### src/rtl/serial_divider_20_16_pkg.sv
`default_nettype none
// ============================================================================
//  Module   : serial_divider_20_16_pkg
//  Brief    : Shared widths, counter sizing and FSM encoding for the
//             serial restoring divider.
//  Revision : 1.0  initial release
// ============================================================================
package serial_divider_20_16_pkg;

    // Default dividend/quotient and divisor/remainder widths
    localparam int DW_DEF = 20;
    localparam int VW_DEF = 16;

    // Iteration counter must be able to hold the value DW
    function automatic int cnt_width(input int w);
        return $clog2(w + 1);
    endfunction

    localparam int CW = cnt_width(DW_DEF);

    typedef enum logic [1:0] {
        ST_IDLE = 2'd0,
        ST_BUSY = 2'd1,
        ST_DONE = 2'd2
    } state_e;

endpackage : serial_divider_20_16_pkg
`default_nettype wire

### src/rtl/serial_divider_20_16_div_step.sv
`default_nettype none
// ============================================================================
//  Module   : serial_divider_20_16_div_step
//  Brief    : One combinational restoring-division iteration. Shifts the next
//             dividend bit into the partial remainder and subtracts the
//             divisor when it fits.
//  Revision : 1.0  initial release
// ============================================================================
module serial_divider_20_16_div_step #(
    parameter int VW = 16
) (
    input  logic [VW-1:0] r_i,       // current partial remainder (always < D)
    input  logic          q_msb_i,   // dividend bit being brought down
    input  logic [VW-1:0] d_i,       // divisor
    output logic [VW-1:0] r_o,       // next partial remainder
    output logic          q_bit_o    // quotient bit produced this step
);

    logic [VW:0]   shifted;
    logic          fits;
    logic [VW-1:0] diff;

    // Compare is VW+1 bits wide so the shifted remainder never overflows.
    // The difference is only kept when it fits, and in that case it is
    // strictly below D, so VW bits of it are exact.
    always_comb begin
        shifted = {r_i, q_msb_i};
        fits    = (shifted >= {1'b0, d_i});
        diff    = shifted[VW-1:0] - d_i;
        q_bit_o = fits;
        r_o     = fits ? diff : shifted[VW-1:0];
    end

endmodule : serial_divider_20_16_div_step
`default_nettype wire

### src/rtl/serial_divider_20_16.sv
`default_nettype none
// ============================================================================
//  Module   : serial_divider_20_16
//  Brief    : Multi-cycle unsigned restoring divider, one quotient bit per
//             clock, valid/ready handshakes on operand and result sides.
//             Optional macro DIV_BY_ZERO_EN: a zero divisor bypasses the
//             iteration and reports dbz=1 one cycle after acceptance.
//  Revision : 1.0  initial release
// ============================================================================
module serial_divider_20_16
    import serial_divider_20_16_pkg::*;
#(
    parameter int DW = DW_DEF,
    parameter int VW = VW_DEF
) (
    input  logic          clk,
    input  logic          rst,
    input  logic          in_valid,
    output logic          in_ready,
    input  logic [DW-1:0] dividend,
    input  logic [VW-1:0] divisor,
    output logic          out_valid,
    input  logic          out_ready,
    output logic [DW-1:0] quotient,
    output logic [VW-1:0] remainder,
    output logic          dbz
);

    localparam int CNT_W = cnt_width(DW);

    state_e             state_q;
    logic [DW-1:0]      q_q;         // dividend shifting out, quotient shifting in
    logic [VW-1:0]      d_q;         // captured divisor
    logic [VW-1:0]      r_q;         // partial remainder
    logic [CNT_W-1:0]   cnt_q;       // iterations left
    logic               in_ready_q;
    logic               out_valid_q;
    logic [DW-1:0]      quotient_q;
    logic [VW-1:0]      remainder_q;
    logic               dbz_q;

    logic [VW-1:0]      r_d;
    logic               q_bit_d;
    logic [DW-1:0]      q_d;
    logic               zero_bypass;

    serial_divider_20_16_div_step #(
        .VW      (VW)
    ) u_step (
        .r_i     (r_q),
        .q_msb_i (q_q[DW-1]),
        .d_i     (d_q),
        .r_o     (r_d),
        .q_bit_o (q_bit_d)
    );

    assign q_d = {q_q[DW-2:0], q_bit_d};

`ifdef DIV_BY_ZERO_EN
    assign zero_bypass = (divisor == '0);
`else
    assign zero_bypass = 1'b0;
`endif

    // Control FSM plus datapath registers; all outputs come straight from flops
    always_ff @(posedge clk) begin
        if (rst) begin
            state_q     <= ST_IDLE;
            q_q         <= '0;
            d_q         <= '0;
            r_q         <= '0;
            cnt_q       <= '0;
            in_ready_q  <= 1'b1;
            out_valid_q <= 1'b0;
            quotient_q  <= '0;
            remainder_q <= '0;
            dbz_q       <= 1'b0;
        end else begin
            case (state_q)
                ST_IDLE: begin
                    if (in_valid && in_ready_q) begin
                        q_q        <= dividend;
                        d_q        <= divisor;
                        r_q        <= '0;
                        cnt_q      <= CNT_W'(DW);
                        in_ready_q <= 1'b0;
                        if (zero_bypass) begin
                            // Same values the full iteration would give
                            state_q     <= ST_DONE;
                            out_valid_q <= 1'b1;
                            quotient_q  <= '1;
                            remainder_q <= dividend[VW-1:0];
                            dbz_q       <= 1'b1;
                        end else begin
                            state_q <= ST_BUSY;
                        end
                    end
                end

                ST_BUSY: begin
                    q_q   <= q_d;
                    r_q   <= r_d;
                    cnt_q <= cnt_q - CNT_W'(1);
                    if (cnt_q == CNT_W'(1)) begin
                        state_q     <= ST_DONE;
                        out_valid_q <= 1'b1;
                        quotient_q  <= q_d;
                        remainder_q <= r_d;
                    end
                end

                ST_DONE: begin
                    if (out_ready) begin
                        state_q     <= ST_IDLE;
                        out_valid_q <= 1'b0;
                        in_ready_q  <= 1'b1;
                        dbz_q       <= 1'b0;
                    end
                end

                default: begin
                    state_q     <= ST_IDLE;
                    in_ready_q  <= 1'b1;
                    out_valid_q <= 1'b0;
                    dbz_q       <= 1'b0;
                end
            endcase
        end
    end

    assign in_ready  = in_ready_q;
    assign out_valid = out_valid_q;
    assign quotient  = quotient_q;
    assign remainder = remainder_q;
    assign dbz       = dbz_q;

endmodule : serial_divider_20_16
`default_nettype wire

### config.mk
export PLATFORM = sky130hd
export DESIGN_NAME = serial_divider_20_16
export DESIGN_NICKNAME = d
export VERILOG_FILES = /design/src/rtl/serial_divider_20_16_pkg.sv /design/src/rtl/serial_divider_20_16_div_step.sv /design/src/rtl/serial_divider_20_16.sv
export SDC_FILE = /design/constraint.sdc
export NUM_CORES = 1
export LEC_CHECK = 0
export CORE_UTILIZATION = 35
export CTS_BUF_LIST = sky130_fd_sc_hd__clkbuf_8
export DETAILED_ROUTE_END_ITERATION = 16
export RECOVER_POWER = 100
export SLEW_MARGIN = 5
export SYNTH_ARGS = -nofsm -noshare
export SYNTH_HDL_FRONTEND = slang
export SYNTH_SLANG_ARGS = --single-unit
### constraint.sdc
create_clock -name clk -period 4.7 [get_ports clk]
set_input_delay 0.705 -clock clk [delete_from_list [all_inputs] [get_ports clk]]
set_output_delay 0.705 -clock clk [all_outputs]
set_load 0.02 [all_outputs]
==> results of run 1 <==
## worst max-delay path, stage by stage (launching register included)
cell and delay (ns):
sky130_fd_sc_hd__dfxtp_1 0.43, sky130_fd_sc_hd__ha_1 0.18, sky130_fd_sc_hd__or4b_1 0.50, sky130_fd_sc_hd__nor2_1 1.08, sky130_fd_sc_hd__clkbuf_1 0.86, sky130_fd_sc_hd__o211ai_1 0.30
sky130_fd_sc_hd__a21oi_1 0.20
## routing by layer
layer  GRT usage  share of wire  up-vias
met5           0              0        -
met4      0.0649          0.017        0
met3      0.0533          0.057       14
met2       0.291           0.46       93
met1       0.225           0.47     2037
li1            -              -     2159
## cell usage after synthesis, drive strengths merged, types with 7 or more instances
cell type,number
mux2i,10
a22oi,20
a211oi,8
ha,18
inv,22
buf,12
clkbuf,33
dfxtp,97
o21ai,33
a21oi,86
nor2,18
nand3,7
nor3,12
nand2,119
## area by class of cell
type | instances | share of cell area
inverter | 22 | 0.0144
multi-input combinational | 422 | 0.432
timing repair buffer | 84 | 0.141
clock inverter | 5 | 0.00788
sequential | 97 | 0.340
clock buffer | 11 | 0.0265
tap | 176 | 0.0385
## state kept, by name, summed over array words and instances, names as in the netlist
name / cells
q_q: 20
quotient: 20
d_q: 16
r_q: 16
remainder: 16
cnt_q: 5
state_q: 2
in_ready: 1
out_valid: 1
## where the power goes
part	switching, W	leakage (nW)	internal, W
Combinational	0.00128	1.29	0.000872
Sequential	0.0000885	0.788	0.000919
Clock	0.000316	0.0985	0.000230
## cells by family after synthesis
logic type	synth area share
other cells	0.000797
buf+inv	0.0622
xor+xnor	0.0167
flops	0.413
fa+ha+maj	0.0521
simple gates	0.182
compound gates	0.253
mux	0.0213
## worst max-delay path by stage
stage | depth (start not counted) | to
finish | 6 | remainder[0]
global route | 6 | remainder[12]
CTS | 8 | r_q[4]
detailed placement | 8 | r_q[4]
global placement | 8 | r_q[4]
floorplan | 11 | remainder[9]
## per-stage QoR
| stage | hold slack [ns] | power, W | instances | cell area [sq um] |
|---|---|---|---|---|
| 2_1_floorplan | 0.434 | 0.00284 | 586 | 4710 |
| 3_5_place_dp | 0.449 | 0.00318 | 801 | 5540 |
| 5_1_grt | 0.476 | 0.00400 | 817 | 5720 |
| 3_3_place_gp | 0.444 | 0.00315 | 801 | 5540 |
| 4_1_cts | 0.464 | 0.00373 | 817 | 5740 |
| 6_report | 0.457 | 0.00370 | 817 | 5720 |
==> out/summary.txt, run 1 <==
Setup crit start kind: flip-flop
vias in the first global route: 4179
x dimension of the die: 118 um
WL final: 12200 um
required time reported for the critical path endpoint: 5.01 ns
fillers: 1329
pins over their slew limit: 61
Final period util: 0.770
Post-route DRC: 0
Post-Route Utilization: 0.434
largest area contributor in the netlist: sky130_fd_sc_hd__dfxtp_1
Reg area: 1940 sq um
R2R depth: 6
reported max-cap violation count: 2
class of the tightest hold or removal check: flip-flop to flip-flop
Cell Rows: 42
count of TritonRoute iterations in the first routing pass: 4
Seq cells post-synth: 97
worst setup path category: flip-flop to flip-flop
Final nets: 695
ports placed on the boundary: 79
multi-input logic area: 2470 sq um
full die area: 13900 sq um
Max FO, Critical Path: 25
Initial Utilization: 0.357
origin of the worst min-delay path: quotient[5]
total via count in the routed design: 4303
syn_area_per_cell: 8.03 sq um
Detailed Place HPWL: 8380 um
R2R Path End: remainder[0]
Max Freq: 0.276 GHz
sum of overflow across all layers after global routing: 0
count of flip-flops with a built-in enable after synthesis: 0
Cells after Synth: 586
clock transition at the registers of the reported paths: 0.10 ns
CTS tree: yes
result of the run: finished, violations left
proportion of netlist area held by the largest area contributor: 0.413
Yosys warning count: 0
most common cell after layout, fill and taps aside: sky130_fd_sc_hd__nand2_1
count of final hold-check violations: 0
number of clock buffers inserted by TritonCTS: 9
hold depth: 2
setup repair after global routing missed its margin: false
post-place setup slack: 1.65 ns
largest net degree at the start of global routing: 44
number of library cell types mapped by synthesis: 64
area of the mapped netlist: 4710 sq um
total negative setup slack: 0 ns
share of synthesized area occupied by flip-flops and latches: 0.413
area of the core: 13200 sq um
Root Driver: sky130_fd_sc_hd__clkbuf_8
data arrival time of the critical path: 3.94 ns
Area growth syn-to-layout: 21.5%
net count of the mapped netlist: 645
diode insertion count for antenna repair: 0
clock skew: 0.0101 ns
Die Y-Extent: 118 um
Buffers on Ports: 77
endpoint with the worst hold slack: quotient[5]
insertion delay of the later-clocked pin in the worst-skew pair: 0.39 ns
count of nets left with antenna violations after detail routing: 0
leak pwr: 2.18 nW
setup slack after layout: 1.08 ns
commonest cells after routing, fill and taps aside: sky130_fd_sc_hd__nand2_1 (118), sky130_fd_sc_hd__dfxtp_1 (97), sky130_fd_sc_hd__a21oi_1 (85), sky130_fd_sc_hd__dlygate4sd3_1 (39), sky130_fd_sc_hd__clkdlybuf4s50_1 (37)
transition time at the pin with the least slew margin: 1.95 ns
prevailing post-synth register cell: sky130_fd_sc_hd__dfxtp_1
global-route wire length before repair: 20200 um
worst reg2reg setup slack: 1.08 ns
fraction of layout cells with a size suffix above 1: 0.0452
drt first-iter violations: 189
power density over cell area: 648 nW/um^2
detail-routed via count per cell: 5.27
number of sinks on the clock net: 97
Worst slew margin: -0.297
Critical Path Sink Type: flip-flop
largest cells by area after synthesis: sky130_fd_sc_hd__dfxtp_1 (41%), sky130_fd_sc_hd__nand2_1 (9.4%), sky130_fd_sc_hd__a21oi_1 (9.0%)
detailed-route wire length per cell: 14.9 um
number of hold-repair buffers added at the cts stage: 0
violated checks: capacitance limit, slew limit
level count of the clock H-tree: 3
Post-synth ARST share: 0
final RePlAce weighted congestion: 0.799
source of the critical timing path: cnt_q[0]
endpoints failing setup: 0
Worst VDD drop: 567 uV
fin crit period: 3.62 ns
worst-case clock buffer depth: 2
number of antenna violations at the first check in global routing: 0
reg2reg start: cnt_q[0]
Post-CTS Setup Inserts: 0
Gates resized, CTS repair: 0
Total GRT Usage: 0.180
No activity file was read; power rests on OpenSTA's default activity.
==> inputs of run 2 (changes only) <==
==> constraint.sdc (replaced) <==
create_clock -name clk -period 3.3 [get_ports clk]
set_input_delay 0.495 -clock clk [delete_from_list [all_inputs] [get_ports clk]]
set_output_delay 0.495 -clock clk [all_outputs]
set_load 0.02 [all_outputs]
==> run 2 against run 1 <==
  * The run now ends clean
  * Largest power group unchanged
  * Critical endpoint is now r_q[12]
  * Clock skew rose by 0.0043 ns
  * Largest cell class unchanged
  * Worst setup slack got worse by 0.51 ns
  * Combinational power increased by 47%
  * Global-route usage up 0.059 points
  * Register-to-register slack got worse by 0.48 ns
  * Die area unchanged
  * Utilization hardly changed
  * Wire length is essentially flat
  * Critical path depth unchanged
  * Clock-buffer cell count shrank 2
  * Non-clock buffer count is 3 higher
  * Highest routed layer unchanged
==> out/summary.txt, run 2 (synthesized netlist as in run 1, its figures left out) <==
result of the run: complete, no violations
Max FO, Critical Path: 41 (+64%)
number of clock buffers inserted by TritonCTS: 9 (unchanged)
Area growth syn-to-layout: 21.4%
reg2reg start: cnt_q[1]
power density over cell area: 929 nW/um^2 (+43%)
data arrival time of the critical path: 3.00 ns (-0.94 ns)
Setup crit start kind: primary input
WL final: 12200 um (about the same)
vias in the first global route: 4104 (-1.8%)
area of the core: 13200 sq um (unchanged)
pins over their slew limit: 0 (-100%)
fraction of layout cells with a size suffix above 1: 0.0481 (+0.00289)
clock transition at the registers of the reported paths: 0.10 ns (about the same)
Final period util: 0.828
fillers: 1318 (-0.83%)
Max Freq: 0.366 GHz
final instance area: 5710 sq um (-0.11%)
largest net degree at the start of global routing: 42 (-4.5%)
commonest cells after routing, fill and taps aside: sky130_fd_sc_hd__nand2_1 (118), sky130_fd_sc_hd__dfxtp_1 (97), sky130_fd_sc_hd__a21oi_1 (85), sky130_fd_sc_hd__dlygate4sd3_1 (39), sky130_fd_sc_hd__clkdlybuf4s50_1 (37)
Initial Utilization: 0.357 (unchanged)
class of the tightest hold or removal check: flip-flop to flip-flop
Detailed Place HPWL: 8340 um (-0.48%)
total via count in the routed design: 4283 (-0.46%)
detail-routed via count per cell: 5.22 (-0.95%)
full die area: 13900 sq um (unchanged)
number of sinks on the clock net: 97 (unchanged)
Post-CTS Setup Inserts: 0 (unchanged)
required time reported for the critical path endpoint: 3.57 ns (-1.44 ns)
clock skew: 0.0144 ns (+0.00430 ns)
insertion delay of the later-clocked pin in the worst-skew pair: 0.39 ns (about the same)
Worst slew margin: 0.0860 (+0.383)
Post-route DRC: 0 (unchanged)
leak pwr: 2.19 nW (+0.46%)
multi-input logic area: 2470 sq um (-0.25%)
setup repair after global routing missed its margin: false
transition time at the pin with the least slew margin: 1.37 ns (-0.575 ns)
global-route wire length before repair: 20000 um (-0.89%)
most common cell after layout, fill and taps aside: sky130_fd_sc_hd__nand2_1
worst setup path category: primary input to flip-flop
level count of the clock H-tree: 3 (unchanged)
fin crit period: 2.73 ns
Final nets: 698 (+0.43%)
number of hold-repair buffers added at the cts stage: 0 (unchanged)
Critical Path Sink Type: flip-flop
instance area at placement: 5570 sq um (+0.41%)
Cell Rows: 42 (unchanged)
ports placed on the boundary: 79 (unchanged)
endpoints failing setup: 0 (unchanged)
number of antenna violations at the first check in global routing: 1 (+1)
total negative setup slack: 0 ns (unchanged)
source of the critical timing path: rst
count of final hold-check violations: 0 (unchanged)
reported max-cap violation count: 0 (-2)
Buffers on Ports: 77 (unchanged)
detailed-route wire length per cell: 14.8 um (-0.54%)
Reg area: 1940 sq um (unchanged)
drt first-iter violations: 225 (+19%)
x dimension of the die: 118 um (unchanged)
count of TritonRoute iterations in the first routing pass: 4 (unchanged)
sum of overflow across all layers after global routing: 0 (unchanged)
Die Y-Extent: 118 um (unchanged)
CTS tree: yes
count of nets left with antenna violations after detail routing: 0 (unchanged)
final RePlAce weighted congestion: 0.851 (+6.4%)
Worst VDD drop: 621 uV (+9.4%)
origin of the worst min-delay path: quotient[7]
Total GRT Usage: 0.180 (+0.000595)
Root Driver: sky130_fd_sc_hd__clkbuf_8
worst-case clock buffer depth: 2 (unchanged)
final-layout worst hold slack: 0.455 ns (-0.00120 ns)
Gates resized, CTS repair: 0 (unchanged)
run 2: layout make-up:
| type | instances | share of cell area |
|---|---|---|
| flip-flops and latches | 97 | 0.340 |
| multi-input cells | 422 | 0.432 |
| diodes | 1 | 0.000438 |
| clock buffers | 9 | 0.0217 |
| clock inverters | 7 | 0.00898 |
| repair buffers | 87 | 0.144 |
| inverters | 22 | 0.0145 |
| well taps | 176 | 0.0385 |
run 2: worst paths after layout:
check / end / slack, ns / cells past startpoint
max reg2reg: remainder[1] / 0.60 / 7
max: r_q[12] / 0.57 / 6
min: quotient[7] / 0.46 / 2
min reg2reg: quotient[7] / 0.46 / 2
run 2: routing by layer:
metal	vias up	global-route usage	wire (um)
met5	-	0	0
met4	0	0.0433	117
met3	13	0.0673	707
met2	87	0.299	5750
met1	2009	0.220	5580
li1	2174	-	-
run 2: worst max-delay path, stage by stage:
cell and delay (ns):
sky130_fd_sc_hd__clkbuf_1 0.98, sky130_fd_sc_hd__clkbuf_2 0.86, sky130_fd_sc_hd__nor3_1 0.14, sky130_fd_sc_hd__buf_4 0.25
sky130_fd_sc_hd__a32oi_1 0.15, sky130_fd_sc_hd__o21ai_0 0.11
run 2: stage by stage:
step           cells  utilization  worst slack [ns]  power [W]
6_report         821        0.433             0.569    0.00531
5_1_grt          821        0.433             0.353    0.00576
4_1_cts          820        0.435             0.729    0.00535
3_5_place_dp     804        0.422             0.732    0.00460
3_3_place_gp     804        0.422             0.832    0.00457
2_1_floorplan    586            -             0.980    0.00405
run 2: power breakdown:
part           switching (W)  total [W]  internal, W  leakage [nW]
Sequential          0.000121    0.00143      0.00131         0.788
Clock               0.000447   0.000728     0.000281        0.0922
Combinational        0.00183    0.00315      0.00132          1.31
==> inputs of run 3 (changes only) <==
==> constraint.sdc (replaced) <==
create_clock -name clk -period 2.25 [get_ports clk]
set_input_delay 0.3375 -clock clk [delete_from_list [all_inputs] [get_ports clk]]
set_output_delay 0.3375 -clock clk [all_outputs]
set_load 0.02 [all_outputs]
==> run 3 against run 2 <==
  * Combinational power up 140%
  * Design area up 17%
  * Register-to-register slack worse by 0.63 ns
  * Sequential share of layout area down 4.4 points
  * Highest routed layer unchanged
  * Largest cell class unchanged
  * Critical path depth up 3
  * Clock skew about the same
  * Power up 110%
  * Clock power up 72%
  * The flow now finishes with violations (setup timing)
  * Via count up 5.1%
  * Global-route usage up 1.6 points
==> out/summary.txt, run 3 (synthesized netlist as in run 1, its figures left out) <==
result of the run: finished, violations left
violated checks: setup timing
ports placed on the boundary: 79 (unchanged)
Root Driver: sky130_fd_sc_hd__clkbuf_8
detail-routed via count per cell: 5.09 (-2.5%)
Final period util: 1.01
total via count in the routed design: 4502 (+5.1%)
full die area: 13900 sq um (unchanged)
setup repair after global routing missed its margin: true
CTS tree: yes
class of the tightest hold or removal check: primary input to flip-flop
setup slack after layout: -0.0312 ns (-0.600 ns)
Final nets: 763 (+9.3%)
Worst VDD drop: 1170 uV (+89%)
final-layout worst hold slack: 0.402 ns (-0.0531 ns)
post-place setup slack: -0.106 ns (-0.838 ns)
count of nets left with antenna violations after detail routing: 0 (unchanged)
fraction of layout cells with a size suffix above 1: 0.248 (+0.200)
worst setup path category: flip-flop to flip-flop
count of TritonRoute iterations in the first routing pass: 4 (unchanged)
Reg area: 1970 sq um (+1.4%)
Cell Rows: 42 (unchanged)
area of the core: 13200 sq um (unchanged)
endpoints failing setup: 16 (+16)
pins over their slew limit: 0 (unchanged)
reported max-cap violation count: 0 (unchanged)
count of final hold-check violations: 0 (unchanged)
Post-Route Utilization: 0.505 (+0.0716)
largest net degree at the start of global routing: 50 (+19%)
Max Freq: 0.438 GHz
level count of the clock H-tree: 3 (unchanged)
Buffers on Ports: 77 (unchanged)
drt first-iter violations: 247 (+9.8%)
multi-input logic area: 2840 sq um (+15%)
final instance area: 6660 sq um (+17%)
leak pwr: 2.57 nW (+18%)
Area growth syn-to-layout: 41.4%
instance area at placement: 6000 sq um (+7.8%)
diode insertion count for antenna repair: 0 (-1)
most common cell after layout, fill and taps aside: sky130_fd_sc_hd__nand2_1
Die Y-Extent: 118 um (unchanged)
detailed-route wire length per cell: 15.3 um (+3.3%)
data arrival time of the critical path: 2.55 ns (-0.45 ns)
commonest cells after routing, fill and taps aside: sky130_fd_sc_hd__nand2_1 (118), sky130_fd_sc_hd__a21oi_1 (82), sky130_fd_sc_hd__dfxtp_1 (76), sky130_fd_sc_hd__buf_4 (65), sky130_fd_sc_hd__dlygate4sd3_1 (39)
Total GRT Usage: 0.197 (+0.0163)
Critical Path Sink Type: flip-flop
x dimension of the die: 118 um (unchanged)
Detailed Place HPWL: 9310 um (+12%)
worst-case clock buffer depth: 2 (unchanged)
Setup crit start kind: flip-flop
clock skew: 0.0141 ns (-0.000342 ns)
fillers: 1257 (-4.6%)
number of hold-repair buffers added at the cts stage: 0 (unchanged)
sum of overflow across all layers after global routing: 0 (unchanged)
total negative setup slack: -0.244 ns (-0.244 ns)
vias in the first global route: 4535 (+11%)
final RePlAce weighted congestion: 0.855 (+0.45%)
power density over cell area: 1640 nW/um^2 (+77%)
Max FO, Critical Path: 5 (-88%)
WL final: 13500 um (+11%)
Worst slew margin: 0.306 (+0.220)
transition time at the pin with the least slew margin: 1.03 ns (-0.338 ns)
required time reported for the critical path endpoint: 2.52 ns (-1.05 ns)
number of clock buffers inserted by TritonCTS: 9 (unchanged)
fin crit period: 2.28 ns
number of antenna violations at the first check in global routing: 0 (-1)
Post-route DRC: 0 (unchanged)
Initial Utilization: 0.357 (unchanged)
number of sinks on the clock net: 97 (unchanged)
global-route wire length before repair: 21800 um (+9.3%)
clock transition at the registers of the reported paths: 0.11 ns (about the same)
insertion delay of the later-clocked pin in the worst-skew pair: 0.38 ns (about the same)
[run 3: power by group]
part | switching [W] | internal, W | leakage (nW)
registers | 0.000221 | 0.00193 | 0.797
clock network | 0.000704 | 0.000547 | 0.107
logic | 0.00369 | 0.00385 | 1.67
[run 3: path summary, 6_finish.rpt]
| kind | startpoint | to | slack, ns | depth (start not counted) |
|---|---|---|---|---|
| setup / recovery | d_q[12] | remainder[6] | -0.03 | 9 |
| hold / removal | rst | d_q[3] | 0.40 | 3 |
| setup reg to reg | d_q[12] | remainder[6] | -0.03 | 9 |
| hold reg to reg | d_q[15] | d_q[15] | 0.46 | 2 |
[run 3: critical path, cell delays in order (launching register included)]
cell and delay [ns]:
sky130_fd_sc_hd__dfxtp_2 0.35, sky130_fd_sc_hd__inv_2 0.04, sky130_fd_sc_hd__ha_4 0.28, sky130_fd_sc_hd__nand4_4 0.10, sky130_fd_sc_hd__or4_4 0.55, sky130_fd_sc_hd__nand2_4 0.11, sky130_fd_sc_hd__o31a_1 0.22, sky130_fd_sc_hd__buf_6 0.19
sky130_fd_sc_hd__mux2i_2 0.24, sky130_fd_sc_hd__a21oi_1 0.09
[run 3: metrics by stage]
step,instances,total power (W)
final,885,0.0109
after global routing,885,0.0117
after detailed placement,860,0.00775
after CTS,880,0.00966
after floorplan,586,0.00601
after global placement,860,0.00766
[run 3: metal layers]
metal / vias to the layer above / wire length [um] / global-route usage
li1: 2301 / - / -
met2: 84 / 6690 / 0.344
met1: 2113 / 6090 / 0.231
met5: - / 0 / 0
met4: 0 / 56 / 0.0649
met3: 4 / 689 / 0.0528
[run 3: final cells by class]
cell class	instances	area share
Timing Repair Buffer	152	0.200
Tap cell	176	0.0331
Inverter	22	0.0124
Sequential cell	97	0.296
Clock buffer	9	0.0186
Multi-Input combinational cell	422	0.427
Clock inverter	7	0.0141
[run 3: timing repair]
item	in CTS	in global routing
pin swaps	11	31
gates cloned	1	0
endpoints found under the setup margin	31	32
gates resized for setup	28	68
buffers inserted	3	5
